## src/rtl/fip_pkg.sv

```systemverilog
// Shared fixed-point package for the fip_32 family.
// Contents:
//   TRUE / FALSE      single-bit boolean constants
//   FIP_MIN / FIP_MAX range limits of an unsigned 32-bit fixed-point word
//   sqrt_state_t      state encoding of the sequential square-root FSM
package fip_pkg;

    localparam bit TRUE  = 1'b1;
    localparam bit FALSE = 1'b0;

    localparam logic [31:0] FIP_MIN = 32'h0000_0000;
    localparam logic [31:0] FIP_MAX = 32'hFFFF_FFFF;

    typedef enum logic [1:0] {
        SQ_IDLE = 2'd0,
        SQ_CALC = 2'd1,
        SQ_DONE = 2'd2
    } sqrt_state_t;

endpackage

```

## src/rtl/fip_sqrt_step.sv

```systemverilog
// One digit-by-digit square-root iteration, purely combinational.
// Brings down the next two radicand bits, attempts to subtract the trial
// value {q, 01} and appends the resulting root bit to q.
// Ports:
//   rem       in  N+2  partial remainder
//   q         in  N    partial root
//   bits      in  2    next two radicand bits (MSB first)
//   rem_next  out N+2  updated remainder
//   q_next    out N    updated root (q shifted left, new bit in LSB)
module fip_sqrt_step #(
    parameter int N = 24
) (
    input  logic [N+1:0] rem,
    input  logic [N-1:0] q,
    input  logic [1:0]   bits,
    output logic [N+1:0] rem_next,
    output logic [N-1:0] q_next
);

    logic [N+3:0] r_trial;
    logic [N+3:0] t_val;
    logic [N+3:0] diff;
    logic         take;
    // The top two bits of both candidates are provably zero (the remainder
    // never exceeds twice the partial root), so they are dropped.
    logic [3:0]   unused_hi;

    assign r_trial   = {rem, bits};
    assign t_val     = {2'b00, q, 2'b01};
    assign diff      = r_trial - t_val;
    assign take      = (r_trial >= t_val);
    assign unused_hi = {diff[N+3:N+2], r_trial[N+3:N+2]};

    assign rem_next = take ? diff[N+1:0] : r_trial[N+1:0];
    assign q_next   = {q[N-2:0], take};

endmodule

```

## src/rtl/fip_32_sqrt_seq.sv

```systemverilog
// Iterative fixed-point square root, one root bit per clock.
// Returns floor(sqrt(i_rad * 2^FRA_BITS)) in the same Q format as i_rad.
// Ports:
//   i_clk    in   1   clock
//   i_rst    in   1   synchronous active-high reset
//   i_en     in   1   start request, accepted when not busy (IDLE or DONE)
//   i_rad    in  32   unsigned radicand, sampled on the accept edge only
//   o_root   out 32   floored root, held until the next result
//   o_exact  out  1   remainder was zero, qualified by o_valid
//   o_busy   out  1   operation in flight
//   o_valid  out  1   one-cycle result strobe
module fip_32_sqrt_seq
    import fip_pkg::*;
#(
    parameter int FRA_BITS = 16
) (
    input  logic        i_clk,
    input  logic        i_rst,
    input  logic        i_en,
    input  logic [31:0] i_rad,
    output logic [31:0] o_root,
    output logic        o_exact,
    output logic        o_busy,
    output logic        o_valid
);

    localparam int EXT   = 32 + FRA_BITS;
    localparam int N     = EXT / 2;
    localparam int CNT_W = $clog2(N);

    generate
        if ((FRA_BITS % 2) != 0 || FRA_BITS < 0 || FRA_BITS > 32) begin : g_bad_fra
            $error("fip_32_sqrt_seq: FRA_BITS must be even and within 0..32");
        end
    endgenerate

    sqrt_state_t       state_reg, state_next;
    logic [EXT-1:0]    rad_sr_reg;
    logic [N+1:0]      rem_reg;
    logic [N-1:0]      q_reg;
    logic [CNT_W-1:0]  cnt_reg;
    logic [31:0]       root_reg;
    logic              exact_reg;

    logic [N+1:0]      rem_step;
    logic [N-1:0]      q_step;
    logic              accept;
    logic              last_iter;

    fip_sqrt_step #(.N(N)) u_step (
        .rem      (rem_reg),
        .q        (q_reg),
        .bits     (rad_sr_reg[EXT-1:EXT-2]),
        .rem_next (rem_step),
        .q_next   (q_step)
    );

    // A new operation can start from IDLE or straight out of DONE.
    assign accept    = i_en && (state_reg != SQ_CALC);
    assign last_iter = (state_reg == SQ_CALC) && (cnt_reg == '0);

    always_comb begin
        state_next = state_reg;
        case (state_reg)
            SQ_IDLE: if (i_en) state_next = SQ_CALC;
            SQ_CALC: if (cnt_reg == '0) state_next = SQ_DONE;
            SQ_DONE: state_next = i_en ? SQ_CALC : SQ_IDLE;
            default: state_next = SQ_IDLE;
        endcase
    end

    always_ff @(posedge i_clk) begin
        if (i_rst) begin
            state_reg  <= SQ_IDLE;
            rad_sr_reg <= '0;
            rem_reg    <= '0;
            q_reg      <= '0;
            cnt_reg    <= '0;
            root_reg   <= '0;
            exact_reg  <= FALSE;
        end else begin
            state_reg <= state_next;
            if (accept) begin
                // X = i_rad * 2^FRA_BITS, so the integer root lands in Q format
                rad_sr_reg <= EXT'(i_rad) << FRA_BITS;
                rem_reg    <= '0;
                q_reg      <= '0;
                cnt_reg    <= CNT_W'(N - 1);
            end else if (state_reg == SQ_CALC) begin
                rad_sr_reg <= rad_sr_reg << 2;
                rem_reg    <= rem_step;
                q_reg      <= q_step;
                if (cnt_reg != '0) begin
                    cnt_reg <= cnt_reg - CNT_W'(1);
                end
            end
            // Result registers are written as the FSM enters DONE.
            if (last_iter) begin
                root_reg  <= 32'(q_step);
                exact_reg <= (rem_step == '0);
            end
        end
    end

    assign o_root  = root_reg;
    assign o_exact = exact_reg;
    assign o_busy  = (state_reg == SQ_CALC);
    assign o_valid = (state_reg == SQ_DONE);

endmodule
```

## config.mk

```make
export PLATFORM = sky130hd
export DESIGN_NAME = fip_32_sqrt_seq
export DESIGN_NICKNAME = d
export VERILOG_FILES = /design/src/rtl/fip_pkg.sv /design/src/rtl/fip_sqrt_step.sv /design/src/rtl/fip_32_sqrt_seq.sv
export SDC_FILE = /design/constraint.sdc
export NUM_CORES = 1
export LEC_CHECK = 0
export CAP_MARGIN = 20
export CORE_ASPECT_RATIO = 0.75
export CORE_MARGIN = 1.5
export CORE_UTILIZATION = 50
export CTS_CLUSTER_SIZE = 30
export DETAILED_ROUTE_END_ITERATION = 10
export HOLD_SLACK_MARGIN = 0.15
export PLACE_DENSITY = 0.8
export SETUP_SLACK_MARGIN = 0.15
export SYNTH_ARGS = -nofsm -noshare
export SYNTH_HDL_FRONTEND = slang
export SYNTH_SLANG_ARGS = --single-unit
```

## constraint.sdc

```tcl
create_clock -name i_clk -period 4.4 [get_ports i_clk]
set_clock_uncertainty 0.15 [all_clocks]
set_input_delay 1.1 -clock i_clk [delete_from_list [all_inputs] [get_ports i_clk]]
set_output_delay 1.1 -clock i_clk [all_outputs]
set_load 0.02 [all_outputs]
```

After elaboration in Yosys (flattened, before gate mapping)
Index checks and enable logic that the tools add are counted.
- output and inout bits: 35
- register bits after elaboration: 114
- word-level logic and storage cells: 38
- input bits: 35
- eq/ne operators: 5
- magnitude comparators: 1
- $add $sub $neg: 2
- reduce and logical (&&, ||, !) cells: 12
- muxes and demuxes: 10
- operators by type and width (operator ; number):
    $mux 48 ; 2
    $ge 28x26->1 ; 1
    $logic_not 26->1 ; 1
    $mux 26 ; 1
    $sub 26x26->26 ; 1
    $mux 5 ; 3
    $pmux 2 s3 ; 1
    $reduce_and 2->1 ; 3
    $logic_not 5->1 ; 1
    $reduce_bool 5->1 ; 1
    $sub 5x1->5 const B ; 1
    $mux 2 ; 2
    $ne 2x1->1 const B ; 2
    $reduce_bool 2->1 ; 2
    $eq 2x1->1 const B ; 1
    $eq 2x2->1 const B ; 1
    $logic_and 1x1->1 ; 2
    $logic_not 2->1 ; 1
    $ne 2x2->1 const B ; 1
    $reduce_or 2->1 ; 1
    $mux 1 ; 1

Depth between registers and ports, before layout
Gate-level depths: netlist of the first run.
- depth after elaboration: 4
- depth in mapped cells: 14
- depth with buffers taken out: 11

Cells and area by module
From an unflattened synthesis of the first run, not the netlist that was laid out.
- cells, all modules: 817
- area total of the unflattened synthesis: 6498.7 µm²
- modules (own cells, without submodules) (module ; times used ; cells each ; area an instance (µm²) ; seq. area each (µm²)):
    fip_32_sqrt_seq ; 1 ; 526 ; 4362.9 ; 2282.2
    fip_sqrt_step ; 1 ; 291 ; 2135.8 ; 0.0

Worst setup path after synthesis of the first run
Ideal clock, no wire load.
- path kind: flip-flop to flip-flop
- from: register q_reg[1]
- to: register exact_reg, in the netlist o_exact
- setup time: 84 ps
- arrival: 3360 ps
- stages on the path, launching flop included: 12
- path buffers: 0
- slack: 805 ps
- required time: 4166 ps
- clock period less this slack: 3595 ps
- cells stage by stage: dfxtp_1 inv_1 ha_1 o211ai_2 o211a_1 o41ai_1 xor2_1 or3_1 or3_1 or4b_1 o41a_1 o31ai_2
- word-level cells in the longest chain between the ends: 3
- elaborated cells on any way between the ends: 4
- classes of those cells: add/sub: 1; order compare: 1; mux: 1; reduce/logical: 1
- RTL lines (what ; line ; RTL):
    start: declaration ; fip_32_sqrt_seq.sv:40 ; logic [N-1:0] q_reg;
    start signal: assignment ; fip_32_sqrt_seq.sv:92 ; q_reg <= q_step;
    $sub 26x26->26 or $ge 28x26->1 (tied branches) ; fip_sqrt_step.sv:30, fip_sqrt_step.sv:31 ;
    $mux 26 (*) ; fip_sqrt_step.sv:34 ; assign rem_next = take ? diff[N+1:0] : r_trial[N+1:0];
    $logic_not 26->1 (*) ; fip_32_sqrt_seq.sv:100 ; exact_reg <= (rem_step == '0);
    end signal: assignment ; fip_32_sqrt_seq.sv:100 ;
    end: declaration ; fip_32_sqrt_seq.sv:43 ; logic exact_reg;
Every way passes the cells marked *; elsewhere a longest branch is shown, timed or not.
A chain may end at the register's enable or synchronous reset.

Final worst setup path of the first run
- from: register q_reg[0]
- to: register exact_reg, in the netlist o_exact
Same word-level chain as after synthesis.

==> results_dict.tcl, run 1 <==
set metrics [dict create \
    relSlewSlack_pct 39.5 \
    required_ps 4590 \
    crit_path_end_kind "register" \
    hold_class "reg2reg" \
    final_cell_mix "nand2_1 (145), dfxtp_1 (114), nor2_1 (80)" \
    drive_gt1_share_pct 7.33 \
    cts_setup_buffers 0 \
    fmaxAchievable_mhz 263 \
    die-area_sq_um 13000 \
    post-route-period-util_pct 86.3 \
    p_clk_share_pct 38.5 \
    grt_pass1_vias 5442 \
    ys_seq_elements 114 \
    min_from "q_reg[23]" \
    drt_iter0_drc 519 \
    fin_nets 868 \
    power_switching_mw 1.30 \
    yosysUniqueCellTypes 67 \
    grtUsageTotal_pct 27.7 \
    hold_violations 0 \
    root_buffer "clkbuf_16" \
    grt-ovfl-total 0 \
    whs_path_depth 2 \
    fin_crit_ps 3800 \
    multi_input_area_sq_um 3520 \
    ir_drop_mv 0.337 \
    p_comb_share_pct 30.7 \
    initial_core_util_pct 52.2 \
    seqCellArea_sq_um 2280 \
    r2r-end "o_exact" \
    finalSetupTns_ps 0 \
    antenna_found_initial 0 \
    timing.rr.start "q_reg[0]" \
    outcome "completed" \
    cts_resized 0 \
    cts_hold_buf 0 \
    worst_slew_pin_slew_ps 907 \
    ff2ff_path_depth 11 \
    crit_arrival_ps 3980 \
    core_area_sq_um 11800 \
    syn-mean-instance-area_sq_um 8.07 \
    netlist_instances 762 \
    synth_edf_count 0 \
    dr_total_vias 5615 \
    num_rows 34 \
    cts_sinks 114 \
    synth_area_sq_um 6150 \
    diodes 0 \
    setup_viol_count_final 0 \
    crit_fanout 5 \
    slew_violations 0 \
    reg2reg_slack_ps 600 \
    grt_max_degree 93 \
    p_leak_nw 2.83 \
    internal_power_mw 2.44 \
    cts_tree "yes" \
    clockBufferDepth 2 \
    grt_first_pass_wirelength_um 27900 \
    worstSetupPathType "reg2reg" \
    holdPathEnd "q_reg[23]" \
    clk_latency_ps 420 \
    die_h_um 99.0 \
    cap_violations 0 \
    ys_warn_count 0 \
    synthArstFlopShare_pct 0 \
    portBuffers 61 \
    syn2layout_area_growth_pct 20.5 \
    numCtsBuffers 17 \
    place_congestion 0.958 \
    drt-total-wl_um 16600 \
    avgViaCountPerCell 5.73 \
    hpwlAfterDp_um 11300 \
    start_kind "register" \
    fillCellCount 1012 \
    boundaryPins 70 \
    die_w_um 131 \
    power_density_nw_per_um2 505 \
    rsz0062_at_grt "no" \
    critical_path.startpoint "q_reg[0]" \
    switching_share_pct 34.8 \
    total_power_mw 3.74 \
    drc 0 \
    yosysSeqAreaShare_pct 37.1 \
    mostFrequentLayoutCell "nand2_1" \
    avgRoutedWirePerCell_um 17.0 \
    power_frac_seq_pct 30.8 \
    clk_pin_slew_ps 60 \
    postRouteAntennaNets 0 \
    ys.flop_type "dfxtp_1" \
    largest_reg_flops 32 \
    drtPass1Iterations 5 \
    htree_levels 4 \
]
worst max path at each step:
stage	end	slack [ps]	cells after the start
after floorplan	o_exact	810	11
after global placement	o_exact	650	11
after detailed placement	o_exact	480	11
after CTS	o_exact	420	11
after global routing	o_exact	310	11
final	o_exact	600	11
per-stage QoR:
step                      hold slack [ps]  instances  worst slack [ps]  util (%)  instance area (sq um)
after CTS                             306        980               417      62.8                   7400
after floorplan                       286        769               805         -                   6180
after global placement                293        948               652      57.6                   6780
after global routing                  320        980               310      62.9                   7410
after detailed placement              299        948               478      57.6                   6780
final                                 305        980               604      62.9                   7410
critical path: stages (launching register included):
cell and delay (ps):
dfxtp_1 410, inv_1 70, ha_1 380, o211ai_2 130
o211a_1 270, o41ai_2 420, xor2_1 160, or3_1 360
or3_1 310, or4b_1 500, o41a_1 330, o31ai_2 230
per-layer routing:
| layer | routed length, um | global-route usage (%) | up-vias |
|---|---|---|---|
| met3 | 1200 | 6.73 | 24 |
| met1 | 8110 | 40.7 | 2618 |
| met2 | 7100 | 40.1 | 206 |
| li1 | - | - | 2767 |
| met5 | 0 | 0 | - |
| met4 | 202 | 7.61 | 0 |
cell type report:
class / count / area share, %
multi-input cells: 570 / 47.5
flip-flops and latches: 114 / 30.8
repair buffers: 70 / 9.02
clock buffers: 19 / 5.98
well taps: 162 / 2.74
clock inverters: 13 / 2.36
inverters: 32 / 1.62
cell families after synthesis:
kind of cell    after synthesis  share of synthesized area (%)
xor+xnor                     23                           3.28
mux                          39                           6.35
compound gates              193                           21.4
flops                       114                           37.1
buf+inv                      85                           6.29
other cells                   1                         0.0610
simple gates                279                           19.8
fa+ha+maj                    28                           5.70
cells in the mapped netlist (2+ instances only):
| master | instances | share of area, % |
|---|---|---|
| a211oi_1 | 41 | 5.0 |
| a21o_1 | 5 | 0.61 |
| a21oi_1 | 77 | 6.3 |
| a311oi_1 | 14 | 2.0 |
| and2_1 | 2 | 0.20 |
| and3_1 | 3 | 0.31 |
| and4_1 | 3 | 0.43 |
| buf_1 | 5 | 0.31 |
| buf_2 | 2 | 0.16 |
| buf_4 | 8 | 0.98 |
| buf_6 | 2 | 0.37 |
| clkbuf_1 | 34 | 2.1 |
| clkbuf_8 | 2 | 0.45 |
| dfxtp_1 | 114 | 37 |
| ha_1 | 28 | 5.7 |
| inv_1 | 30 | 1.8 |
| inv_2 | 2 | 0.12 |
| mux2i_1 | 39 | 6.3 |
| nand2_1 | 145 | 8.9 |
| nand2b_1 | 3 | 0.31 |
| nand3_1 | 4 | 0.33 |
| nand3b_1 | 2 | 0.24 |
| nand4_1 | 4 | 0.41 |
| nor2_1 | 80 | 4.9 |
| nor2b_1 | 4 | 0.41 |
| nor3_1 | 4 | 0.33 |
| nor4_1 | 9 | 0.92 |
| nor4b_1 | 3 | 0.43 |
| o211a_1 | 2 | 0.33 |
| o211ai_1 | 4 | 0.49 |
| o21a_1 | 6 | 0.73 |
| o21ai_0 | 12 | 0.98 |
| o21ai_1 | 5 | 0.41 |
| o21ai_2 | 2 | 0.28 |
| o31ai_1 | 3 | 0.37 |
| o41ai_1 | 2 | 0.28 |
| or3_1 | 5 | 0.51 |
| or4b_1 | 2 | 0.33 |
| xnor2_1 | 11 | 1.6 |
| xor2_1 | 12 | 1.7 |
power by group through the flow:
stage	Sequential, mW	Clock [mW]	Combinational [mW]
6_report	1.15	1.44	1.15
5_1_grt	1.16	1.50	1.26
4_1_cts	1.15	1.45	1.12
3_5_place_dp	1.17	0	1.11
3_3_place_gp	1.17	0	1.09
2_1_floorplan	1.15	0	0.872
Note: power is estimated with default switching activity, not from simulation.
==> run 2, diff against run 1 <==
Clock period 4.4 ns to 4.8 ns, I/O delays scaled along.
==> results_dict.tcl, run 2 (synthesis gave the netlist of run 1 again) <==
set metrics [dict create \
    outcome "completed" \
    initial_core_util_pct 52.2 \
    num_rows 34 \
    drc 0 \
    slew_violations 0 \
    grt_pass1_vias 5470 \
    cts_setup_buffers 0 \
    drtPass1Iterations 5 \
    fillCellCount 1030 \
    diodes 0 \
    cts_resized 0 \
    core_area_sq_um 11800 \
    worstSetupPathType "reg2reg" \
    mostFrequentLayoutCell "nand2_1" \
    ir_drop_mv 0.273 \
    crit_fanout 5 \
    fmaxAchievable_mhz 248 \
    hold_class "reg2reg" \
    p_leak_nw 2.78 \
    hold_violations 0 \
    avgRoutedWirePerCell_um 17.0 \
    multi_input_area_sq_um 3510 \
    hold_ws_ps 307 \
    avgViaCountPerCell 5.83 \
    cap_violations 0 \
    portBuffers 61 \
    grt_max_degree 93 \
    cts_sinks 114 \
    die_h_um 99.0 \
    die-area_sq_um 13000 \
    grtUsageTotal_pct 26.8 \
    boundaryPins 70 \
    clockBufferDepth 2 \
    fin_crit_ps 4040 \
    finalSetupTns_ps 0 \
    htree_levels 4 \
    grt-ovfl-total 0 \
    final_cell_mix "nand2_1 (145), dfxtp_1 (114), nor2_1 (80)" \
    crit_arrival_ps 4210 \
    hpwlAfterDp_um 11500 \
    rsz0062_at_grt "no" \
    drt_iter0_drc 559 \
    drt-total-wl_um 16700 \
    post-route-period-util_pct 84.1 \
    setup_viol_count_final 0 \
    largest_reg_flops 32 \
    antenna_found_initial 0 \
    postRouteAntennaNets 0 \
    clk_pin_slew_ps 60 \
    dr_total_vias 5704 \
    syn2layout_area_growth_pct 19.0 \
    die_w_um 131 \
    crit_path_end_kind "register" \
    required_ps 4970 \
    relSlewSlack_pct 39.6 \
    start_kind "register" \
    fin_nets 867 \
    drive_gt1_share_pct 7.10 \
    seqCellArea_sq_um 2280 \
    cts_tree "yes" \
    place_congestion 0.967 \
    cts_hold_buf 0 \
    grt_first_pass_wirelength_um 27400 \
    power_density_nw_per_um2 445 \
    worst_slew_pin_slew_ps 906 \
    numCtsBuffers 17 \
    clk_latency_ps 410 \
    root_buffer "clkbuf_16" \
]
## run 2: worst max-delay path, stage by stage (launching register included)
cell	delay (ps)
dfxtp_1	390
inv_1	80
ha_1	360
o211ai_2	140
o211a_1	260
o41ai_1	610
xor2_1	180
or3_1	380
or3_1	310
or4b_1	520
o41a_1	330
o31ai_2	240
## run 2: routing by layer
layer  vias to the layer above  track usage [%]  wire length [um]  part of all wire (%)
li1                       2756                -                 -                     -
met1                      2704             38.1              7750                    47
met2                       217             39.8              7340                    44
met3                        27             6.95              1340                   8.0
met4                         0             8.37               221                   1.3
met5                         -                0                 0                     0
## run 2: area by class of cell
type / instances / share of cell area (%)
flip-flops and latches: 114 / 31.2
well taps: 162 / 2.77
inverters: 32 / 1.64
multi-input cells: 570 / 47.9
clock inverters: 13 / 1.40
clock buffers: 19 / 6.05
repair buffers: 69 / 9.02
## run 2: path summary, 6_finish.rpt
kind         depth (start not counted)         to       from  slack [ps]
max reg2reg                         11    o_exact   q_reg[2]         760
min                                  2  o_root[6]  o_root[6]         310
max                                 11    o_exact   q_reg[2]         760
min reg2reg                          2  o_root[6]  o_root[6]         310
## run 2: power by group
| group | total [mW] | internal [mW] | switching [mW] | leakage, nW |
|---|---|---|---|---|
| Clock | 1.15 | 0.680 | 0.470 | 0.261 |
| Combinational | 1.05 | 0.394 | 0.660 | 1.59 |
| Sequential | 1.06 | 1.00 | 0.0536 | 0.930 |
## run 2: metrics by stage
stage / cells / setup WS (ps) / util (%) / cell area [sq um] / total power [mW]
finish: 979 / 762 / 62.1 / 7320 / 3.26
global placement: 947 / 1050 / 57.5 / 6780 / 2.07
floorplan: 769 / 1210 / - / 6180 / 1.86
global route: 979 / 633 / 62.1 / 7320 / 3.40
CTS: 979 / 782 / 62.1 / 7320 / 3.24
detailed placement: 947 / 816 / 57.5 / 6780 / 2.10
==> run 3, diff against run 2 <==
Clock period 4.8 ns to 3.8 ns, I/O delays scaled along.
==> results_dict.tcl, run 3 (synthesis gave the netlist of run 1 again) <==
set metrics [dict create \
    outcome "completed" \
    post-route-period-util_pct 93.2 \
    start_kind "register" \
    max_stage_delay_ps 500 \
    rsz0062_at_grt "yes" \
    worstSetupPathType "reg2reg" \
    num_rows 34 \
    drc 0 \
    hpwlAfterDp_um 11500 \
    syn2layout_area_growth_pct 21.4 \
    crit_family "simple AND/OR/NAND/NOR gates" \
    diodes 0 \
    drt-total-wl_um 16500 \
    clk_pin_slew_ps 60 \
    required_ps 3980 \
    place_congestion 0.956 \
    drtPass1Iterations 7 \
    critical_path.startpoint "q_reg[5]" \
    root_buffer "clkbuf_16" \
    antenna_found_initial 0 \
    initial_core_util_pct 52.2 \
    finalSetupTns_ps 0 \
    avgRoutedWirePerCell_um 16.7 \
    setup_viol_count_final 0 \
    drt_iter0_drc 418 \
    avgViaCountPerCell 5.68 \
    cts_hold_buf 0 \
    fin_crit_ps 3540 \
    crit_path_end_kind "register" \
    fmaxAchievable_mhz 282 \
    die_w_um 131 \
    hold_class "reg2reg" \
    boundaryPins 70 \
    grt_first_pass_wirelength_um 26700 \
    cp_cell_sequence "inv_1 > ha_2 > nand2_1 > or3_4 > a211oi_4 > nor3_4 > xnor2_1 > or3_1 > or4b_1 > o41a_1 > o31ai_2" \
    fin_nets 875 \
    p_leak_nw 2.82 \
    fillCellCount 958 \
    reg2reg_slack_ps 260 \
    numCtsBuffers 17 \
    die-area_sq_um 13000 \
    clk_latency_ps 410 \
    ir_drop_mv 0.357 \
    grtUsageTotal_pct 26.4 \
    cts_sinks 114 \
    grt_pass1_vias 5215 \
    final_cells 987 \
    drive_gt1_share_pct 9.58 \
    hold_violations 0 \
    largest_reg_flops 32 \
    worst_slew_pin_slew_ps 908 \
    cap_violations 0 \
    clockBufferDepth 2 \
    power_density_nw_per_um2 565 \
    min_from "q_reg[23]" \
    dr_total_vias 5603 \
    crit_fanout 7 \
    htree_levels 4 \
    cts_tree "yes" \
    crit_buf_inv 1 \
    relSlewSlack_pct 39.5 \
    mostFrequentLayoutCell "nand2_1" \
    grt_max_degree 93 \
    portBuffers 61 \
    crit_arrival_ps 3720 \
    die_h_um 99.0 \
    core_area_sq_um 11800 \
    grt-ovfl-total 0 \
    place_inst 953 \
    slowest_stage "or4b_1" \
    final_cell_mix "nand2_1 (144), dfxtp_1 (111), nor2_1 (79)" \
    postRouteAntennaNets 0 \
    timing.rr.start "q_reg[5]" \
    slew_violations 0 \
]
run 3: area by class of cell:
class,count,area [sq um],area share (%)
Clock buffer,19,433,5.80
Clock inverter,13,114,1.53
Inverter,32,120,1.61
Multi-Input combinational cell,571,3600,48.2
Sequential cell,114,2290,30.6
Tap cell,162,203,2.72
Timing Repair Buffer,76,713,9.55
run 3: layer usage:
| metal | GRT usage (%) | up-vias | wire length (um) |
|---|---|---|---|
| li1 | - | 2766 | - |
| met1 | 39.7 | 2573 | 8010 |
| met2 | 37.3 | 247 | 6820 |
| met3 | 7.06 | 17 | 1510 |
| met4 | 6.17 | 0 | 164 |
| met5 | 0 | - | 0 |
run 3: path summary, 6_finish.rpt:
check,endpoint,cells after the start
worst min-delay path,q_reg[23],2
worst max-delay path,o_exact,11
worst max register to register,o_exact,11
worst min register to register,q_reg[23],2
run 3: power breakdown:
group	internal (mW)	switching (mW)
Sequential	1.27	0.0713
Clock	0.896	0.579
Combinational	0.554	0.847
Total	2.72	1.50
run 3: repair_timing:
action                     4_1_cts  5_1_grt
cloned                           0        1
setup endpoints to repair        1       11
pin swaps                        0        2
gates resized for setup          3       14
setup buffers                    0        1
run 3: stage by stage:
stage	utilization [%]	total power, mW	instance area [sq um]	worst slack (ps)	hold slack, ps
after CTS	62.8	4.13	7400	199	310
final	63.3	4.21	7460	257	309
after global routing	63.3	4.41	7460	93.1	331
after floorplan	-	2.34	6180	205	286
after detailed placement	57.9	2.66	6820	135	301
after global placement	57.9	2.64	6820	198	294
run 3: worst register-to-register path: stages, from the launching register on:
cell      delay [ps]
dfxtp_1          380
inv_1             90
ha_2             390
nand2_1          130
or3_4            420
a211oi_4         240
nor3_4           110
xnor2_1          150
or3_1            350
or4b_1           500
o41a_1           330
o31ai_2          220
